### src/rtl/reservation_station_aged.sv
// Reservation station with multi-port CDB wakeup, head-relative ROB ages and mispredict flush.
// Optional macro RS_OLDEST_FIRST_EN: oldest-ready issue; when undefined, the lowest-index ready entry issues.
module reservation_station_aged #(
   parameter int PREG_WIDTH = 7,
   parameter int ROB_WIDTH  = 4,
   parameter int RS_SIZE    = 8,
   parameter int CDB_PORTS  = 2
) (
   input  logic                            clk,
   input  logic                            reset,
   input  logic                            i_valid,
   input  logic [31:0]                     i_pc,
   input  logic [PREG_WIDTH-1:0]           i_prs1,
   input  logic [PREG_WIDTH-1:0]           i_prs2,
   input  logic [PREG_WIDTH-1:0]           i_prd,
   input  logic [ROB_WIDTH-1:0]            i_rob_tag,
   input  logic [31:0]                     i_imm,
   input  logic [3:0]                      i_alu_op,
   input  logic                            i_alusrc,
   input  logic                            i_memwrite,
   input  logic                            i_rs1_ready,
   input  logic                            i_rs2_ready,
   output logic                            o_full,
   output logic [$clog2(RS_SIZE+1)-1:0]    o_count,
   input  logic [CDB_PORTS-1:0]            i_cdb_valid,
   input  logic [CDB_PORTS*PREG_WIDTH-1:0] i_cdb_prd,
   input  logic [ROB_WIDTH-1:0]            i_rob_head,
   input  logic                            i_eu_ready,
   output logic                            o_issue_valid,
   output logic [PREG_WIDTH-1:0]           o_issue_prs1,
   output logic [PREG_WIDTH-1:0]           o_issue_prs2,
   output logic [PREG_WIDTH-1:0]           o_issue_prd,
   output logic [ROB_WIDTH-1:0]            o_issue_rob_tag,
   output logic [31:0]                     o_issue_imm,
   output logic [3:0]                      o_issue_alu_op,
   output logic [31:0]                     o_issue_pc,
   output logic                            o_issue_alusrc,
   output logic                            o_issue_memwrite,
   input  logic                            branch_mispredict,
   input  logic [ROB_WIDTH-1:0]            mispredict_rob_tag
);

   localparam int IDX_W = $clog2(RS_SIZE);
   localparam int CNT_W = $clog2(RS_SIZE+1);

   logic [RS_SIZE-1:0]    valid_q;
   logic [RS_SIZE-1:0]    rs1_rdy_q;
   logic [RS_SIZE-1:0]    rs2_rdy_q;
   logic [CNT_W-1:0]      count_q;

   logic [PREG_WIDTH-1:0] prs1_q    [RS_SIZE];
   logic [PREG_WIDTH-1:0] prs2_q    [RS_SIZE];
   logic [PREG_WIDTH-1:0] prd_q     [RS_SIZE];
   logic [ROB_WIDTH-1:0]  rob_tag_q [RS_SIZE];
   logic [31:0]           imm_q     [RS_SIZE];
   logic [31:0]           pc_q      [RS_SIZE];
   logic [3:0]            alu_op_q  [RS_SIZE];
   logic [RS_SIZE-1:0]    alusrc_q;
   logic [RS_SIZE-1:0]    memwrite_q;

   logic                  free_found;
   logic [IDX_W-1:0]      alloc_idx;
   logic                  issue_found;
   logic [IDX_W-1:0]      sel_idx;
   logic                  do_alloc;
   logic                  do_issue;
   logic                  alloc_rs1_rdy;
   logic                  alloc_rs2_rdy;
   logic [RS_SIZE-1:0]    wake1;
   logic [RS_SIZE-1:0]    wake2;
   logic [RS_SIZE-1:0]    kill;
   logic [ROB_WIDTH-1:0]  entry_age [RS_SIZE];
   logic [ROB_WIDTH-1:0]  mis_age;
   logic [CNT_W-1:0]      kept_count;

   // Preg 0 is the hardwired zero register, so a broadcast of it never wakes anything.
   function automatic logic cdb_match(input logic [PREG_WIDTH-1:0]           preg,
                                      input logic [CDB_PORTS-1:0]            cv,
                                      input logic [CDB_PORTS*PREG_WIDTH-1:0] cp);
      logic hit;
      hit = 1'b0;
      for (int k = 0; k < CDB_PORTS; k++) begin
         if (cv[k] && (cp[k*PREG_WIDTH +: PREG_WIDTH] == preg))
            hit = 1'b1;
      end
      return hit && (preg != '0);
   endfunction

   always_comb begin
      free_found = 1'b0;
      alloc_idx  = '0;
      for (int i = RS_SIZE-1; i >= 0; i--) begin
         if (!valid_q[i]) begin
            free_found = 1'b1;
            alloc_idx  = IDX_W'(i);
         end
      end
   end

   always_comb begin
      mis_age    = mispredict_rob_tag - i_rob_head;
      kept_count = '0;
      for (int i = 0; i < RS_SIZE; i++) begin
         entry_age[i] = rob_tag_q[i] - i_rob_head;
         kill[i]      = valid_q[i] && (entry_age[i] > mis_age);
         wake1[i]     = cdb_match(prs1_q[i], i_cdb_valid, i_cdb_prd);
         wake2[i]     = cdb_match(prs2_q[i], i_cdb_valid, i_cdb_prd);
         kept_count   = kept_count + CNT_W'(valid_q[i] && !kill[i]);
      end
   end

`ifdef RS_OLDEST_FIRST_EN
   logic [ROB_WIDTH-1:0] best_age;

   // Strict less-than keeps the lower index on equal ages.
   always_comb begin
      issue_found = 1'b0;
      sel_idx     = '0;
      best_age    = '0;
      for (int i = 0; i < RS_SIZE; i++) begin
         if (valid_q[i] && rs1_rdy_q[i] && rs2_rdy_q[i] &&
             (!issue_found || (entry_age[i] < best_age))) begin
            issue_found = 1'b1;
            sel_idx     = IDX_W'(i);
            best_age    = entry_age[i];
         end
      end
   end
`else
   always_comb begin
      issue_found = 1'b0;
      sel_idx     = '0;
      for (int i = 0; i < RS_SIZE; i++) begin
         if (valid_q[i] && rs1_rdy_q[i] && rs2_rdy_q[i] && !issue_found) begin
            issue_found = 1'b1;
            sel_idx     = IDX_W'(i);
         end
      end
   end
`endif

   assign alloc_rs1_rdy = i_rs1_ready || cdb_match(i_prs1, i_cdb_valid, i_cdb_prd);
   assign alloc_rs2_rdy = i_rs2_ready || cdb_match(i_prs2, i_cdb_valid, i_cdb_prd);
   assign do_alloc      = i_valid && free_found && !branch_mispredict;
   assign do_issue      = issue_found && i_eu_ready && !branch_mispredict;

   // Alloc targets an invalid slot and issue a valid one, so both can update the same cycle.
   always_ff @(posedge clk) begin
      if (reset) begin
         valid_q   <= '0;
         rs1_rdy_q <= '0;
         rs2_rdy_q <= '0;
         count_q   <= '0;
      end else if (branch_mispredict) begin
         valid_q   <= valid_q & ~kill;
         count_q   <= kept_count;
      end else begin
         for (int i = 0; i < RS_SIZE; i++) begin
            if (valid_q[i] && wake1[i])
               rs1_rdy_q[i] <= 1'b1;
            if (valid_q[i] && wake2[i])
               rs2_rdy_q[i] <= 1'b1;
            if (do_issue && (sel_idx == IDX_W'(i))) begin
               valid_q[i]   <= 1'b0;
               rs1_rdy_q[i] <= 1'b0;
               rs2_rdy_q[i] <= 1'b0;
            end
            if (do_alloc && (alloc_idx == IDX_W'(i))) begin
               valid_q[i]   <= 1'b1;
               rs1_rdy_q[i] <= alloc_rs1_rdy;
               rs2_rdy_q[i] <= alloc_rs2_rdy;
            end
         end
         count_q <= count_q + CNT_W'(do_alloc) - CNT_W'(do_issue);
      end
   end

   always_ff @(posedge clk) begin
      if (do_alloc) begin
         prs1_q[alloc_idx]     <= i_prs1;
         prs2_q[alloc_idx]     <= i_prs2;
         prd_q[alloc_idx]      <= i_prd;
         rob_tag_q[alloc_idx]  <= i_rob_tag;
         imm_q[alloc_idx]      <= i_imm;
         pc_q[alloc_idx]       <= i_pc;
         alu_op_q[alloc_idx]   <= i_alu_op;
         alusrc_q[alloc_idx]   <= i_alusrc;
         memwrite_q[alloc_idx] <= i_memwrite;
      end
   end

   assign o_full           = !free_found;
   assign o_count          = count_q;
   assign o_issue_valid    = issue_found;
   assign o_issue_prs1     = issue_found ? prs1_q[sel_idx]     : '0;
   assign o_issue_prs2     = issue_found ? prs2_q[sel_idx]     : '0;
   assign o_issue_prd      = issue_found ? prd_q[sel_idx]      : '0;
   assign o_issue_rob_tag  = issue_found ? rob_tag_q[sel_idx]  : '0;
   assign o_issue_imm      = issue_found ? imm_q[sel_idx]      : '0;
   assign o_issue_pc       = issue_found ? pc_q[sel_idx]       : '0;
   assign o_issue_alu_op   = issue_found ? alu_op_q[sel_idx]   : '0;
   assign o_issue_alusrc   = issue_found ? alusrc_q[sel_idx]   : 1'b0;
   assign o_issue_memwrite = issue_found ? memwrite_q[sel_idx] : 1'b0;

endmodule

### config.mk
export PLATFORM = sky130hd
export DESIGN_NAME = reservation_station_aged
export DESIGN_NICKNAME = d
export VERILOG_FILES = /design/src/rtl/reservation_station_aged.sv
export SDC_FILE = /design/constraint.sdc
export NUM_CORES = 1
export LEC_CHECK = 0
export CORE_ASPECT_RATIO = 1.75
export CORE_UTILIZATION = 35
export CTS_BUF_LIST = sky130_fd_sc_hd__clkbuf_16
export DETAILED_ROUTE_END_ITERATION = 16
export HOLD_SLACK_MARGIN = 0.03
export PLACE_DENSITY = 0.59
export SLEW_MARGIN = 20
export SYNTH_ARGS = -nofsm -noshare
export SYNTH_HDL_FRONTEND = slang
export SYNTH_SLANG_ARGS = --single-unit
### constraint.sdc
create_clock -name clk -period 11.3 [get_ports clk]
set_input_delay 2.26 -clock clk [delete_from_list [all_inputs] [get_ports clk]]
set_output_delay 2.26 -clock clk [all_outputs]
set_load 0.02 [all_outputs]
After elaboration in Yosys (flattened, before gate mapping)
Memory sizes are Yosys's and may differ from the RTL's.
Cells that the tools add are included.
{"block": "word_totals", "rom_bits": 0, "latchBits": 0, "word_cells": 477, "regBits": 44, "mem_count": 7, "mem_bits_rw": 744}
{"block": "classes", "magnitude_cmp": 11, "bitwise_logic": 3, "n_reduce_logical": 209, "n_eq_ne": 50, "muxes": 152, "multipliers": 0, "shifts": 0, "add_sub_neg": 18, "div": 0}
{"memory": "imm_q", "words": 8, "word_bits": 32, "read_ports": 1, "rd_clocked_by_memory_dff": 0, "write_ports": 1, "line_no": "55", "text": "logic [31:0] imm_q [RS_SIZE];"}
{"memory": "pc_q", "words": 8, "word_bits": 32, "read_ports": 1, "rd_clocked_by_memory_dff": 0, "write_ports": 1, "line_no": "56", "text": "logic [31:0] pc_q [RS_SIZE];"}
{"memory": "prd_q", "words": 8, "word_bits": 7, "read_ports": 1, "rd_clocked_by_memory_dff": 0, "write_ports": 1, "line_no": "53", "text": "logic [PREG_WIDTH-1:0] prd_q [RS_SIZE];"}
{"memory": "prs1_q", "words": 8, "word_bits": 7, "read_ports": 9, "rd_clocked_by_memory_dff": 0, "write_ports": 1, "line_no": "51", "text": "logic [PREG_WIDTH-1:0] prs1_q [RS_SIZE];"}
{"memory": "prs2_q", "words": 8, "word_bits": 7, "read_ports": 9, "rd_clocked_by_memory_dff": 0, "write_ports": 1, "line_no": "52", "text": "logic [PREG_WIDTH-1:0] prs2_q [RS_SIZE];"}
{"memory": "alu_op_q", "words": 8, "word_bits": 4, "read_ports": 1, "rd_clocked_by_memory_dff": 0, "write_ports": 1, "line_no": "57", "text": "logic [3:0] alu_op_q [RS_SIZE];"}
{"memory": "+1 memories"}
{"cell": "$eq 7x7->1", "count": 36}
{"cell": "$logic_and 1x1->1", "count": 130}
{"cell": "$reduce_bool 7->1", "count": 18}
{"cell": "$mux 1", "count": 124}
{"cell": "$reduce_bool 3->1", "count": 24}
{"cell": "$mux 32", "count": 2}
{"cell": "$mux 3", "count": 14}
{"cell": "$sub 4x4->4", "count": 9}
{"cell": "$gt 4x4->1", "count": 8}
{"cell": "$reduce_and 2->1", "count": 16}
{"cell": "$eq 3x3->1 const B", "count": 8}
{"cell": "$mux 7", "count": 3}
{"cell": "$add 4x1->4", "count": 5}
{"cell": "$logic_not 1->1", "count": 17}
{"cell": "$bwmux 8", "count": 2}
{"cell": "$eq 3x2->1 const B", "count": 4}
{"cell": "$mux 4", "count": 3}
{"cell": "$and 8x8->8", "count": 1}
{"cell": "$lt 3x4->1 const B", "count": 2}
{"cell": "$mux 8", "count": 1}
{"cell": "$not 8->8", "count": 1}
{"cell": "$bmux 1 s3", "count": 2}
{"cell": "$eq 3x1->1 const B", "count": 2}
{"cell": "$logic_not 3->1", "count": 2}
{"cell": "8 further kinds", "count": 9}

Longest topological paths before layout
{"block": "logic_depth", "ltp_word": 30, "ltp_mapped": 23, "mapped_depth_nobuf": 22}

Worst setup path after synthesis
No wires, ideal clock.
{"block": "synth_path", "path_type": "input -> register", "start": "in branch_mispredict", "end": "reg rs1_rdy_q[0]", "setup_slack_ps": 3525, "n_path_buf": 1, "path_stages": 5, "t_arrival_ps": 7681, "t_required_ps": 11206, "cell_sequence": "buf_2 nor2b_1 nor2b_1 o21ai_0 a211oi_1"}
{"block": "synth_via", "elab_chain_cells": 5, "word_cells_on_any_way": 10, "cone_classes": "mux (2); bitwise (1); reduce/logical (7)"}
{"item": "from (decl)", "line_no": "39", "text": "input logic branch_mispredict,"}
{"item": "$logic_not 1->1", "line_no": "144, 145"}
{"item": "$logic_and 1x1->1 (on tied branches)", "line_no": "145, 144"}
{"item": "$logic_and 1x1->1 (on tied branches)", "line_no": "163, 168"}
{"item": "$reduce_bool 3->1 (no line) / $mux 1 (equally long branches)"}
{"item": "$reduce_and 2->1 (no line) / $mux 1 (equally long branches)"}
{"item": "to (signal, indexed assignment)", "line_no": "170", "text": "rs1_rdy_q[i] <= alloc_rs1_rdy;"}
{"item": "to (decl)", "line_no": "47", "text": "logic [RS_SIZE-1:0] rs1_rdy_q;"}
Parallel ways exist; a longest one is shown, timed or not.
A chain may end at the register's enable or synchronous reset.

Worst setup path after layout
{"block": "layout_path", "start": "reg valid_q[5]", "end": "out o_issue_prd[3]"}
{"block": "layout_via", "elab_chain_cells": 12, "word_cells_on_any_way": 15, "cone_classes": "mux (7); reduce/logical (7); memory (1)"}
{"item": "from (decl)", "line_no": "46", "text": "logic [RS_SIZE-1:0] valid_q;"}
{"item": "from (signal assigned)", "line_no": "155", "text": "valid_q <= valid_q & ~kill;"}
{"item": "$logic_and 1x1->1 (*) (3 in a row)", "line_no": "134", "text": "if (valid_q[i] && rs1_rdy_q[i] && rs2_rdy_q[i] && !issue_found) begin"}
{"item": "$mux 1", "line_no": "134"}
{"item": "$logic_not 1->1", "line_no": "134"}
{"item": "$logic_and 1x1->1", "line_no": "134"}
{"item": "$mux 1", "line_no": "134"}
{"item": "$logic_not 1->1", "line_no": "134"}
{"item": "$logic_and 1x1->1", "line_no": "134"}
{"item": "$mux 3", "line_no": "134"}
{"item": "$mem_v2 8x7"}
{"item": "$mux 7 (*)", "line_no": "197", "text": "assign o_issue_prd = issue_found ? prd_q[sel_idx] : '0;"}
{"item": "to (decl)", "line_no": "32", "text": "output logic [PREG_WIDTH-1:0] o_issue_prd,"}
Mark *: on every way between the ends. The rest lies on a longest branch, timed or not.

==> impl_metrics.yaml <==
timing:
  setup_viol: 0
  min_period_ns: 8.00
  layout_setup_ws_ns: 3.30
  fin_skew_ns: 0.0134
  fmax_ghz: 0.125
  whs_ns: 0.474
  timing_hold_violations_final: 0
  finalSetupTns_ns: 0
  maxSlewHeadroom: 0.204
  rsz0062_at_grt: "no"
  drv_slew: 0
  period_share: 0.708
  worst_slew_pin_slew_ns: 1.19
clock_network:
  clock_latency_ns: 0.66
  cts-root-buf: "clkbuf_16"
  path_clk_slew_ns: 0.06
  postCtsHoldBufs: 0
  cts_buffer_depth: 3
  cts-buffers-inserted: 77
  ctsResizeCount: 0
  tritoncts: "built"
  clock-sinks: 788
  cts.htree.levels: 3
  postCtsSetupRepairBufs: 0
routing:
  viasPerCell: 5.58
  vias: 23300
  initialDrtViolationCount: 1986
  drc: 2
  wl_per_cell_um: 26.2
  drt-total-wl_mm: 109
  drt_first_pass_iters: 14
  route.antenna.remaining_nets: 0
place:
  hpwl_mm: 62.6
  post-place-ws_ns: 3.23
  gp_congestion: 0.917
  io_buffers: 226
layout:
  multi_input_comb_area_um2: 11100
  area.sequential_um2: 23400
  drive_above_1_share: 0.0941
  syn_to_final_growth_pct: 16.6
  final_nets: 2974
  fillers: 9410
  final_util: 0.411
run:
  maxCapViolCount: 0
global_routing:
  grt_overflow: 0
  antenna_found_initial: 9
  grtUsageTotal: 0.211
  grt_max_degree: 170
  grt_pass1_vias: 24000
  grt_pass1_wl_mm: 159
worst_hold_path:
  hold_path.class: "flip-flop to flip-flop"
critical_path:
  critPathKind: "flip-flop to output port"
  cp_max_fo: 63
  crit_required_ns: 9.04
  cp_slowest_stage_delay_ns: 0.87
  cp_common_cell: "and2_4"
  cp_slowest_cell: "and2_4"
  crit_path_end_kind: "output port"
  cp_cell_sequence: "nand3_2 > o211ai_2 > and2_4 > and2_4 > buf_4 > a222oi_1 > o22ai_1 > clkdlybuf4s50_1"
  crit_buf_inv: 2
  crit_family: "simple AND/OR/NAND/NOR gates"
  cp-start-kind: "flip-flop"
  cp.arrival_ns: 5.74
synth:
  ys_async_sr_fraction: 0
  seq_area_frac_synth: 0.659
  synth_most_common_cell: "edfxtp_1"
  synth_top_cell_area_share: 0.644
  ys_top_cells_by_count: "edfxtp_1 (760), nand2_1 (228), xnor2_1 (178), nor2_1 (142), xor2_1 (114)"
  syn_area_um2: 35500
  yosys.cell_types.count: 77
  netlist_instances: 2631
  ys_ff_latch: 788
  synth_flop_cell: "edfxtp_1"
  syn-num-nets: 2813
  ys_warn_count: 0
  synth_edf_count: 760
  netlist_top_cells_area: "edfxtp_1 (64%), xnor2_1 (4.4%), xor2_1 (2.8%)"
  yosysTopAreaCell: "edfxtp_1"
  avgSynthCellArea_um2: 13.5
die:
  initial_core_util: 0.353
  die_w_um: 243
  core_um2: 101000
  fp-row-count: 154
  die_area_um2: 103000
  num_io_pins: 227
  fp.dieH_um: 423
pwr:
  powerDensity_nw_per_um2: 149
  vdd_ir_drop_max_v: 0.000144
  p_leak_uw: 0.0139
outcome:
  status: "complete, but fails checks"
  violations: "DRC"
==> power breakdown <==
part           leakage [uW]  switching [uW]  internal, uW
combinational       0.00549             195           129
clock               0.00127            1110          1490
sequential          0.00709            14.6          3230
total                0.0139            1320          4850
==> logic make-up (layout without fill, tap and decap cells) <==
group / count (synthesis) / in the layout / synth area share
other: 0 / 4 / 0
XOR/XNOR: 292 / 292 / 0.0721
adder cells (fa/ha/maj): 66 / 66 / 0.0255
multiplexers: 3 / 3 / 0.00123
flip-flops: 788 / 788 / 0.659
AND/OR/NAND/NOR: 640 / 640 / 0.0856
buffers and inverters: 229 / 445 / 0.0297
AO/OA/AOI/OAI: 613 / 613 / 0.126
==> flip-flops by register name (all words and copies together) (netlist names) <==
signal,count
alusrc_q,8
prs2_q,56
o_count,4
alu_op_q,32
prd_q,56
rs2_rdy_q,8
valid_q,8
prs1_q,56
imm_q,256
memwrite_q,8
pc_q,256
rs1_rdy_q,8
rob_tag_q,32
==> worst reg2reg max path, cell delays in order, from the launching register on <==
cell and delay [ns]:
edfxtp_1 0.45, inv_1 0.09, ha_1 0.14, inv_1 0.06, fa_1 0.43, ha_1 0.29, inv_1 0.05, a21oi_1 0.12
o22ai_1 0.09, maj3_1 0.33, maj3_1 0.36, nand2_1 0.11, fa_1 0.44, fa_1 0.58, fa_1 0.42, inv_1 0.07
ha_1 0.17, inv_1 0.06, fa_1 0.43, xnor2_1 0.14, nand2_1 0.07, a21oi_1 0.13
==> worst paths after layout <==
check | startpoint | endpoint | slack (ns) | depth (start not counted)
max reg2reg | rob_tag_q[1][0] | o_count[2] | 6.21 | 21
max | valid_q[5] | o_issue_prd[3] | 3.30 | 8
min reg2reg | rs2_rdy_q[6] | rs2_rdy_q[6] | 0.47 | 2
min | rs2_rdy_q[6] | rs2_rdy_q[6] | 0.47 | 2
==> cells in the final DEF (no fill, tap or decap), types with 71 or more instances in the layout <==
master           netlist  routed
o22ai_1              100     100
xor2_1               114     114
a222oi_1              93      93
edfxtp_1             760     760
clkbuf_16              0      80
nor2_1               142     142
nor3_1               108     108
clkdlybuf4s50_1        0     215
a21o_1               102     102
a31o_2                71      71
o21ai_0               77      77
nand2_1              228     227
xnor2_1              178     178
==> final cells by class <==
cell class,instances,area share
flip-flops and latches,788,0.565
multi-input cells,1614,0.268
repair buffers,260,0.0601
clock buffers,80,0.0484
well taps,1326,0.0401
clock inverters,54,0.0125
inverters,51,0.00505
diodes,4,0.000242
==> stage by stage <==
| step | instances | area [um2] | power (uW) |
|---|---|---|---|
| after floorplan | 2631 | 35500 | 3490 |
| after global placement | 4039 | 38800 | 3630 |
| final | 4177 | 41400 | 6170 |
| after global routing | 4176 | 41400 | 6360 |
| after CTS | 4173 | 41400 | 6240 |
| after detailed placement | 4039 | 38800 | 3630 |
==> routing by layer <==
metal	up-vias	wire length (um)	GRT usage
met3	233	6010	0.0361
li1	10400	-	-
met4	10	5940	0.122
met2	792	55300	0.371
met1	11800	42100	0.241
met5	-	61	0
Note: power is estimated with default switching activity, not from simulation.
==> RTL change (config.mk and constraints unchanged) <==
Change the parameter `PREG_WIDTH` from 7 to 14.
--- a/src/rtl/reservation_station_aged.sv
+++ b/src/rtl/reservation_station_aged.sv
@@ -3,3 +3,3 @@
 module reservation_station_aged #(
-   parameter int PREG_WIDTH = 7,
+   parameter int PREG_WIDTH = 14,
    parameter int ROB_WIDTH  = 4,
Ports: changed (7 resized); port bits go from 227 to 283. No check against the original RTL was run, so the function may have changed too.
==> RTL change against the original RTL <==
Sequential cell count increased by 168. Largest cell class unchanged. Clock skew is 0.012 ns higher. Final area is 29% higher. Wire length increased by 40%. Highest routed layer unchanged. Largest power group unchanged. Synthesized area rose by 29%. Setup slack improved by 0.46 ns. Total power is 23% higher.
==> RTL change: results (changes against the original RTL) <==
INFO  metric finClkSkew = 0.0249 ns (was 0.0134 ns)
INFO  metric io_buffer_count = 282 (was 226)
INFO  metric yosys.cell_types.count = 58 (was 77)
INFO  metric worst_voltage_drop_across_the_vdd_grid = 0.133 mV (was 0.144 mV)
INFO  metric critical_path.max_fanout = 55 (was 63)
INFO  metric cp-startpoint = valid_q[1] (was valid_q[5])
INFO  metric worstRegToRegCells = 20 (was 21)
INFO  metric synth_top_cells_by_area = sky130_fd_sc_hd__edfxtp_1 (61%), sky130_fd_sc_hd__xnor2_1 (10%), sky130_fd_sc_hd__mux2i_1 (5.0%), sky130_fd_sc_hd__nand2_1 (4.1%), sky130_fd_sc_hd__a211o_1 (2.2%) (was sky130_fd_sc_hd__edfxtp_1 (64%), sky130_fd_sc_hd__xnor2_1 (4.4%), sky130_fd_sc_hd__xor2_1 (2.8%), sky130_fd_sc_hd__a222oi_1 (2.6%), sky130_fd_sc_hd__nand2_1 (2.4%))
INFO  metric grt_antenna_before_repair = 16 (was 9)
INFO  metric synth_enable_flop_cells = 928 (was 760)
INFO  metric final_net_count = 3,940 (was 2,974)
INFO  metric wl_met1 = 57,500 µm (was 42,100 µm)
INFO  metric status = finished, final reports clean (was finished with violations)
INFO  metric timing.critical_path.max_delay_family = buffers and inverters (was simple AND/OR/NAND/NOR gates)
INFO  metric synth.cells.most_frequent = sky130_fd_sc_hd__edfxtp_1 (928), sky130_fd_sc_hd__xnor2_1 (525), sky130_fd_sc_hd__nand2_1 (495) (was sky130_fd_sc_hd__edfxtp_1 (760), sky130_fd_sc_hd__nand2_1 (228), sky130_fd_sc_hd__xnor2_1 (178))
INFO  metric cpPeakStageDelay = 0.93 ns (was 0.87 ns)
INFO  metric synth_adder_area_share = 1.95% (was 2.55%)
INFO  metric detailroute.wirelength.met2 = 76,000 µm (was 55,300 µm)
INFO  metric number_of_fill_cells = 12.2k (was 9,410)
INFO  metric globalplace.congestion = 0.981 (was 0.917)
INFO  metric dpl_worst_slack = 3.06 ns (was 3.23 ns)
INFO  metric worst-r2r-setup-slack = 6.04 ns (was 6.21 ns)
INFO  metric first_iter_violations = 2,756 (was 1,986)
INFO  metric register_area_share_after_synthesis = 62.0% (was 65.9%)
INFO  metric drt_pre_antenna_iters = 6 (was 14)
INFO  metric global_route.usage.met3 = 4.98% (was 3.61%)
INFO  metric layout.cells.non_filler = 5,484 (was 4,177)
INFO  metric dpl.cell_count = 5,310 (was 4,039)
INFO  metric post_synthesis_share_of_cell_area_spent_on_xor_and_xnor_gates = 10.3% (was 7.21%)
INFO  metric tritoncts.num_buffers = 92 (was 77)
INFO  metric grt_use_met1 = 26.2% (was 24.1%)
INFO  metric synth_compound_gate_area_share = 9.36% (was 12.6%)
INFO  metric post_dp_cell_area = 0.0503 mm² (was 0.0388 mm²)
INFO  metric worstSkewPairLatency = 0.70 ns (was 0.66 ns)
INFO  metric drive_gt1_share = 5.92% (was 9.41%)
INFO  metric mappedNetlistNets = 3,725 (was 2,813)
INFO  metric worst_pin_slew = 1.20 ns (was 1.19 ns)
INFO  metric met3RoutedLength = 10,800 µm (was 6010 µm)
==> RTL change: area by class of cell <==
class                      instances  area [µm²]  area share [%]
multi-input combinational       2281       16300            30.5
clock inverter                    75         654            1.23
sequential                       956       28400            53.3
inverter                          47         206           0.387
tap                             1681        2100            3.94
timing repair buffer             345        3330            6.24
antenna                            5        12.5          0.0235
clock buffer                      94        2350            4.41
==> RTL change: worst min-delay path by stage <==
stage	from	slack (ns)	to
after global placement	rs1_rdy_q[7]	0.56	rs1_rdy_q[7]
after global routing	rs1_rdy_q[7]	0.61	rs1_rdy_q[7]
after CTS	rs1_rdy_q[6]	0.58	rs1_rdy_q[6]
after floorplan	valid_q[6]	0.51	valid_q[6]
after detailed placement	rs1_rdy_q[6]	0.57	rs1_rdy_q[6]
final	rs1_rdy_q[6]	0.58	rs1_rdy_q[6]
==> RTL change: where the power goes <==
group	total (mW)	switching, mW	internal (mW)
logic	0.502	0.306	0.197
clock network	3.11	1.37	1.75
registers	3.95	0.0246	3.93
total	7.57	1.70	5.87
